===== src/rtl/bsg_fma_div_pkg.sv =====
`default_nettype none
// ============================================================================
// Module   : bsg_fma_div_pkg
// Purpose  : Shared types and helpers for the FMA sequential divider.
//            Holds the divider FSM state enum and the step-counter width helper.
// Revision : 1.0 - initial release
// ============================================================================
package bsg_fma_div_pkg;

  typedef enum logic [1:0] {
    IDLE = 2'd0,
    CALC = 2'd1,
    DONE = 2'd2
  } state_e;

  // The counter must be able to hold width_p itself, hence the +1.
  function automatic int div_cnt_width(input int width);
    return $clog2(width + 1);
  endfunction

endpackage
`default_nettype wire


===== src/rtl/bsg_fma_div_step.sv =====
`default_nettype none
// ============================================================================
// Module   : bsg_fma_div_step
// Purpose  : One combinational radix-2 restoring division step.
//            The partial remainder is shifted left, the next dividend bit is
//            brought in, and the divisor is trial-subtracted.
// Ports    : rem_i      partial remainder (width_p+1)
//            bit_i      next dividend bit, MSB first
//            divisor_i  divisor (width_p)
//            rem_o      updated partial remainder (width_p+1)
//            q_o        quotient bit produced by this step
// Revision : 1.0 - initial release
// ============================================================================
module bsg_fma_div_step
  import bsg_fma_div_pkg::*;
#(
  parameter int width_p = 8
) (
  input  logic [width_p:0]   rem_i,
  input  logic               bit_i,
  input  logic [width_p-1:0] divisor_i,
  output logic [width_p:0]   rem_o,
  output logic               q_o
);

  logic [width_p+1:0] shifted;
  logic [width_p+1:0] diff;

  assign shifted = {rem_i, bit_i};
  assign diff    = shifted - {2'b00, divisor_i};

  // A set top bit means the trial subtract borrowed: restore the shifted value.
  assign q_o   = ~diff[width_p+1];
  assign rem_o = q_o ? diff[width_p:0] : shifted[width_p:0];

endmodule
`default_nettype wire


===== src/rtl/bsg_fma_seq_divider.sv =====
`default_nettype none
// ============================================================================
// Module   : bsg_fma_seq_divider
// Purpose  : Iterative radix-2 restoring divider, one quotient bit per cycle,
//            MSB first. valid/ready on the input side, valid/yumi on the
//            result side. A zero divisor returns quotient all ones, remainder
//            equal to the dividend, and div_by_zero_o set.
// Macro    : BSG_FMA_SEQ_DIVIDER_SIGNED_EN - when defined, operands are two's
//            complement (quotient truncates toward zero, remainder takes the
//            dividend's sign). Undefined: fully unsigned.
// Ports    : clk_i, reset_n_i (synchronous, active-low)
//            v_i, ready_o, dividend_i, divisor_i        - request side
//            v_o, yumi_i, quotient_o, remainder_o,
//            div_by_zero_o                              - result side
// Revision : 1.0 - initial release
// ============================================================================
module bsg_fma_seq_divider
  import bsg_fma_div_pkg::*;
#(
  parameter int width_p = 8
) (
  input  logic               clk_i,
  input  logic               reset_n_i,
  input  logic               v_i,
  output logic               ready_o,
  input  logic [width_p-1:0] dividend_i,
  input  logic [width_p-1:0] divisor_i,
  output logic               v_o,
  input  logic               yumi_i,
  output logic [width_p-1:0] quotient_o,
  output logic [width_p-1:0] remainder_o,
  output logic               div_by_zero_o
);

  localparam int cnt_w_lp = div_cnt_width(width_p);

  state_e                state_q;
  logic [cnt_w_lp-1:0]   cnt_q;
  // Dividend shifts out MSB first while quotient bits shift in at the LSB;
  // after width_p steps this register holds the quotient.
  logic [width_p-1:0]    dvd_q;
  logic [width_p-1:0]    dsr_q;
  logic [width_p:0]      rem_q;
  logic                  dbz_q;

  logic [width_p:0]      rem_d;
  logic                  qbit_d;
  logic [width_p-1:0]    dvd_mag;
  logic [width_p-1:0]    dsr_mag;

  bsg_fma_div_step #(.width_p(width_p)) step (
    .rem_i     (rem_q),
    .bit_i     (dvd_q[width_p-1]),
    .divisor_i (dsr_q),
    .rem_o     (rem_d),
    .q_o       (qbit_d)
  );

`ifdef BSG_FMA_SEQ_DIVIDER_SIGNED_EN
  logic qneg_q;
  logic rneg_q;

  assign dvd_mag = dividend_i[width_p-1] ? (~dividend_i + 1'b1) : dividend_i;
  assign dsr_mag = divisor_i[width_p-1]  ? (~divisor_i + 1'b1)  : divisor_i;

  // Sign flags are cleared on the zero-divisor path, so no fix-up applies there.
  assign quotient_o  = qneg_q ? (~dvd_q + 1'b1) : dvd_q;
  assign remainder_o = rneg_q ? (~rem_q[width_p-1:0] + 1'b1) : rem_q[width_p-1:0];
`else
  assign dvd_mag     = dividend_i;
  assign dsr_mag     = divisor_i;
  assign quotient_o  = dvd_q;
  assign remainder_o = rem_q[width_p-1:0];
`endif

  assign ready_o       = (state_q == IDLE);
  assign v_o           = (state_q == DONE);
  assign div_by_zero_o = dbz_q;

  always_ff @(posedge clk_i) begin
    if (!reset_n_i) begin
      state_q <= IDLE;
      cnt_q   <= '0;
      dvd_q   <= '0;
      dsr_q   <= '0;
      rem_q   <= '0;
      dbz_q   <= 1'b0;
`ifdef BSG_FMA_SEQ_DIVIDER_SIGNED_EN
      qneg_q  <= 1'b0;
      rneg_q  <= 1'b0;
`endif
    end else begin
      case (state_q)
        IDLE: begin
          if (v_i) begin
            if (divisor_i == '0) begin
              dvd_q   <= '1;
              rem_q   <= {1'b0, dividend_i};
              dsr_q   <= '0;
              dbz_q   <= 1'b1;
              state_q <= DONE;
`ifdef BSG_FMA_SEQ_DIVIDER_SIGNED_EN
              qneg_q  <= 1'b0;
              rneg_q  <= 1'b0;
`endif
            end else begin
              dvd_q   <= dvd_mag;
              dsr_q   <= dsr_mag;
              rem_q   <= '0;
              dbz_q   <= 1'b0;
              cnt_q   <= cnt_w_lp'(width_p);
              state_q <= CALC;
`ifdef BSG_FMA_SEQ_DIVIDER_SIGNED_EN
              qneg_q  <= dividend_i[width_p-1] ^ divisor_i[width_p-1];
              rneg_q  <= dividend_i[width_p-1];
`endif
            end
          end
        end
        CALC: begin
          rem_q <= rem_d;
          dvd_q <= {dvd_q[width_p-2:0], qbit_d};
          cnt_q <= cnt_q - 1'b1;
          if (cnt_q == cnt_w_lp'(1)) begin
            state_q <= DONE;
          end
        end
        DONE: begin
          if (yumi_i) begin
            state_q <= IDLE;
          end
        end
        default: state_q <= IDLE;
      endcase
    end
  end

endmodule
`default_nettype wire


===== config.mk =====
export PLATFORM = sky130hd
export DESIGN_NAME = bsg_fma_seq_divider
export DESIGN_NICKNAME = d
export VERILOG_FILES = /design/src/rtl/bsg_fma_div_pkg.sv /design/src/rtl/bsg_fma_div_step.sv /design/src/rtl/bsg_fma_seq_divider.sv
export SDC_FILE = /design/constraint.sdc
export NUM_CORES = 1
export LEC_CHECK = 0
export CORE_MARGIN = 1
export CORE_UTILIZATION = 49
export CTS_BUF_LIST = sky130_fd_sc_hd__clkbuf_2
export DETAILED_ROUTE_END_ITERATION = 8
export HOLD_SLACK_MARGIN = 0.1
export PLACE_DENSITY = 0.85
export SYNTH_ARGS = -nofsm -noshare
export SYNTH_HDL_FRONTEND = slang
export SYNTH_HIERARCHICAL = 1
export SYNTH_SLANG_ARGS = --single-unit

===== constraint.sdc =====
create_clock -name clk_i -period 2.3 [get_ports clk_i]
set_clock_uncertainty 0.15 [all_clocks]
set_input_delay 0.23 -clock clk_i [delete_from_list [all_inputs] [get_ports clk_i]]
set_output_delay 0.23 -clock clk_i [all_outputs]
set_load 0.02 [all_outputs]

==> metrics.md <==
| Metric | Value |
|---|---|
| Async S/R FF share, synth | `0%` |
| PwrDens | `around 760 nW/um2` |
| RSZ-0062 raised after global routing | `yes` |
| Main combinational cell family by area after synthesis | `compound AO/OA/AOI/OAI gates` |
| Max-cap violations | `0` |
| CP max-delay cell | `a211o_4` |
| Via-to-Cell Ratio | `5.91` |
| DRC Markers | `0` |
| DIE WIDTH | `67.2 um` |
| Root buffer cell | `clkbuf_2` |
| Design Power | `2.19 mW` |
| Final Net Count | `334` |
| Area of the multi-input gates | `1410 um2` |
| Detailed router's first-iteration violation count | `181` |
| GP Congestion | `around 0.86` |
| Hold path depth | `3` |
| Post-Synth XOR/XNOR Area | `2.10%` |
| First-pass iteration count of the detailed router | `4` |
| Reg area | `654 um2` |
| FILL cells | `297` |
| Clock buffer depth | `2` |
| CTS tree | `done` |
| Mapped Nets | `approximately 270` |
| Synth top area cells | `dfxtp_1, a21oi_1, ha_1` |
| Number of routed nets with antenna violations | `0` |
| Post-synthesis mux area share | `4.56%` |
| Diode count | `0` |
| P_leak | `1.11 nW` |
| Routed WL per cell | `~17 um` |
| Fin area | `2900 um2` |
| Worst EP arrival | `2.51 ns` |
| Area grow syn2layout | `39.0%` |
| Core area | `4030 um2` |
| Drt total wl | `~6000 um` |
| Synth cell types | `56` |
| Yosys warns | `6` |
| Compound-cell area share of the yosys netlist | `26.4%` |
| Post-synth EDFFs | `0` |
| Skew-Pair Late Insertion Delay | `0.44 ns` |
| Seq/Total Area, Yosys | `a little under a third` |
| Top post-synthesis cells by count | `a21oi_1, dfxtp_1, nand2_1` |
| CTS buffer count | `5` |
| Port Buf Inserts | `38` |
| Tmin final | `2.34 ns` |
| Reg clk slew, reported paths | `0.20 ns` |
| Crit. path cell count | `9` |
| CP Buf/Inv Count | `1` |
| Hold Path Class | `in -> reg` |
| FP Rows | `23` |
| Total track usage | `29.4%` |
| Crit-path cells | `inv_2, ha_4, nand2_4, a211oi_4, o21ai_2, a211o_4, mux2_4, a22oi_2, a21oi_1` |
| Actual slew at the worst max-slew pin | `between 0.4 and 0.5 ns` |
| Worst setup EP type | `register` |
| Total grt overflow | `0` |
| Placed Instance Area | `approximately 2700 um2` |
| Post-Synth Simple-Gate Area | `19.2%` |
| Via count | `2,091` |
| Slew headroom | `70.9%` |
| Hpwl dp | `4240 um` |
| Crit path max-delay family | `compound AO/OA/AOI/OAI gates` |
| Req. time, crit path | `~2.5 ns` |
| Initial antenna violation count | `0` |
| Syn Area/Cell | `between 8 and 9 um2` |
| Vias in the first global route | `2,001` |
| Failing checks | `negative setup slack` |
| Status | `finished, violations left` |
| Top cell type's share of synthesized area | `30.8%` |
| # IOs | `39` |
| H-tree levels | `2` |
| Cell taking the most area after synthesis | `dfxtp_1` |
| Sink Count | `32` |
| Worst Reg-to-Reg Cells | `9` |
| Fmax | `~0.43 GHz` |
| Max VDD drop | `just over 0.0005 V` |
| Crit Path Max Fanout | `6` |
| Area share of fa/ha/maj cells after synthesis | `6.97%` |
| Gate Count Post-Synth | `~240` |
| CP peak stage delay | `about 0.4 ns` |
| Most frequent cell after synthesis | `a21oi_1` |
| Period utilization | `102%` |
| Worst Slack Setup Final | `-0.0415 ns` |
| Synthesized flop and latch total | `32` |
| Die area | `4520 um2` |
| Share of cells above drive strength 1 | `31.6%` |
| First-pass GRT wire length | `9680 um` |
| Slew Limit Fails | `0` |
| Pin count of the biggest net entering global routing | `20` |
| Worst hold slack | `0.211 ns` |
| CTS Hold Buffers Added | `0` |
| Setup TNS | `-0.0536 ns` |
| R2R Setup Slk | `-0.04 ns` |
| Netlist Area Pre-Place | `roughly 2100 um2` |
| Initial core utilization | `51.7%` |
| Ys flop type | `dfxtp_1` |
| Final setup viols | `2` |
| Final Hold Violating Endpoints | `0` |
| Die Y | `67.2 um` |
| WS Path Type | `reg -> reg` |
| Critical Path Start Type | `register` |
[stage by stage]
stage	util, %	setup slack [ns]	std cells
3_5_place_dp	66.8	-0.180	342
3_3_place_gp	66.8	-0.0664	342
2_1_floorplan	-	0.0203	242
5_1_grt	71.9	-0.103	354
4_1_cts	70.5	-0.0183	353
6_report	71.9	-0.0415	354
[routing by layer]
| metal | global-route usage [%] | part of all wire (%) | wire length, um |
|---|---|---|---|
| met1 | 34.7 | 40 | 2400 |
| met2 | 51.5 | 50 | 3000 |
| met3 | 4.73 | 6.8 | 406 |
| met4 | 14.1 | 2.3 | 138 |
| met5 | 0 | 0 | 0 |
[kinds of logic (layout without fill, tap and decap cells)]
family / count (synthesis) / count (layout)
buffers and inverters: 38 / 100
adder cells (fa/ha/maj): 11 / 11
AND/OR/NAND/NOR: 68 / 68
flip-flops: 32 / 32
AO/OA/AOI/OAI: 81 / 81
multiplexers: 7 / 7
XOR/XNOR: 5 / 5
[repair_timing]
action	4_1_cts	5_1_grt
endpoints found under the setup margin	9	8
buffers inserted	3	1
gates resized for setup	20	15
endpoints found under the hold margin	0	0
gates cloned	0	0
pin swaps	8	12
[path summary, 6_finish.rpt]
check	startpoint	end
worst max-delay path	dsr_q[4]	rem_q[2]
worst min register to register	dsr_q[2]	dsr_q[2]
worst min-delay path	dividend_i[1]	quotient_o[1]
worst max register to register	dsr_q[4]	rem_q[2]
[report_power, final]
group	switching, mW	total (mW)	internal [mW]
clock	0.228	0.303	0.0755
combinational	0.559	1.19	0.635
sequential	0.0718	0.690	0.619
[cell type report]
type,count,share of cell area (%)
multi-input combinational,172,48.7
timing repair buffer,74,22.7
sequential,32,22.6
inverter,18,2.42
tap,50,2.16
clock buffer,6,1.04
clock inverter,2,0.389
[registers in the layout (all words and copies together) (netlist names)]
register / flops
state_q: 2
rem_q: 9
quotient_o: 8
div_by_zero_o: 1
cnt_q: 4
dsr_q: 8
[worst min-delay path: stages]
cell and delay, ns:
clkdlybuf4s50_1 0.42, inv_1 0.06, a21oi_1 0.05
[layout by cell type (no fill, tap or decap), types with 4 or more instances in the layout]
cell             synthesis  layout
o221ai_1                 5       5
dfxtp_1                 32      25
inv_2                    1       4
ha_4                     0       6
clkbuf_2                 0       6
nand2_1                 23      23
inv_1                   17      13
a22oi_2                  0       5
nor2_1                  11       8
mux2_4                   5       5
buf_4                   10      34
a22oi_1                 12       7
o21ai_0                  5       4
clkdlybuf4s50_1          0      38
a21oi_1                 35      32
nand4_1                  8       8
ha_1                    10       4
dfxtp_2                  0       5
nand3_1                  4       4
No activity file was read; power rests on OpenSTA's default activity.
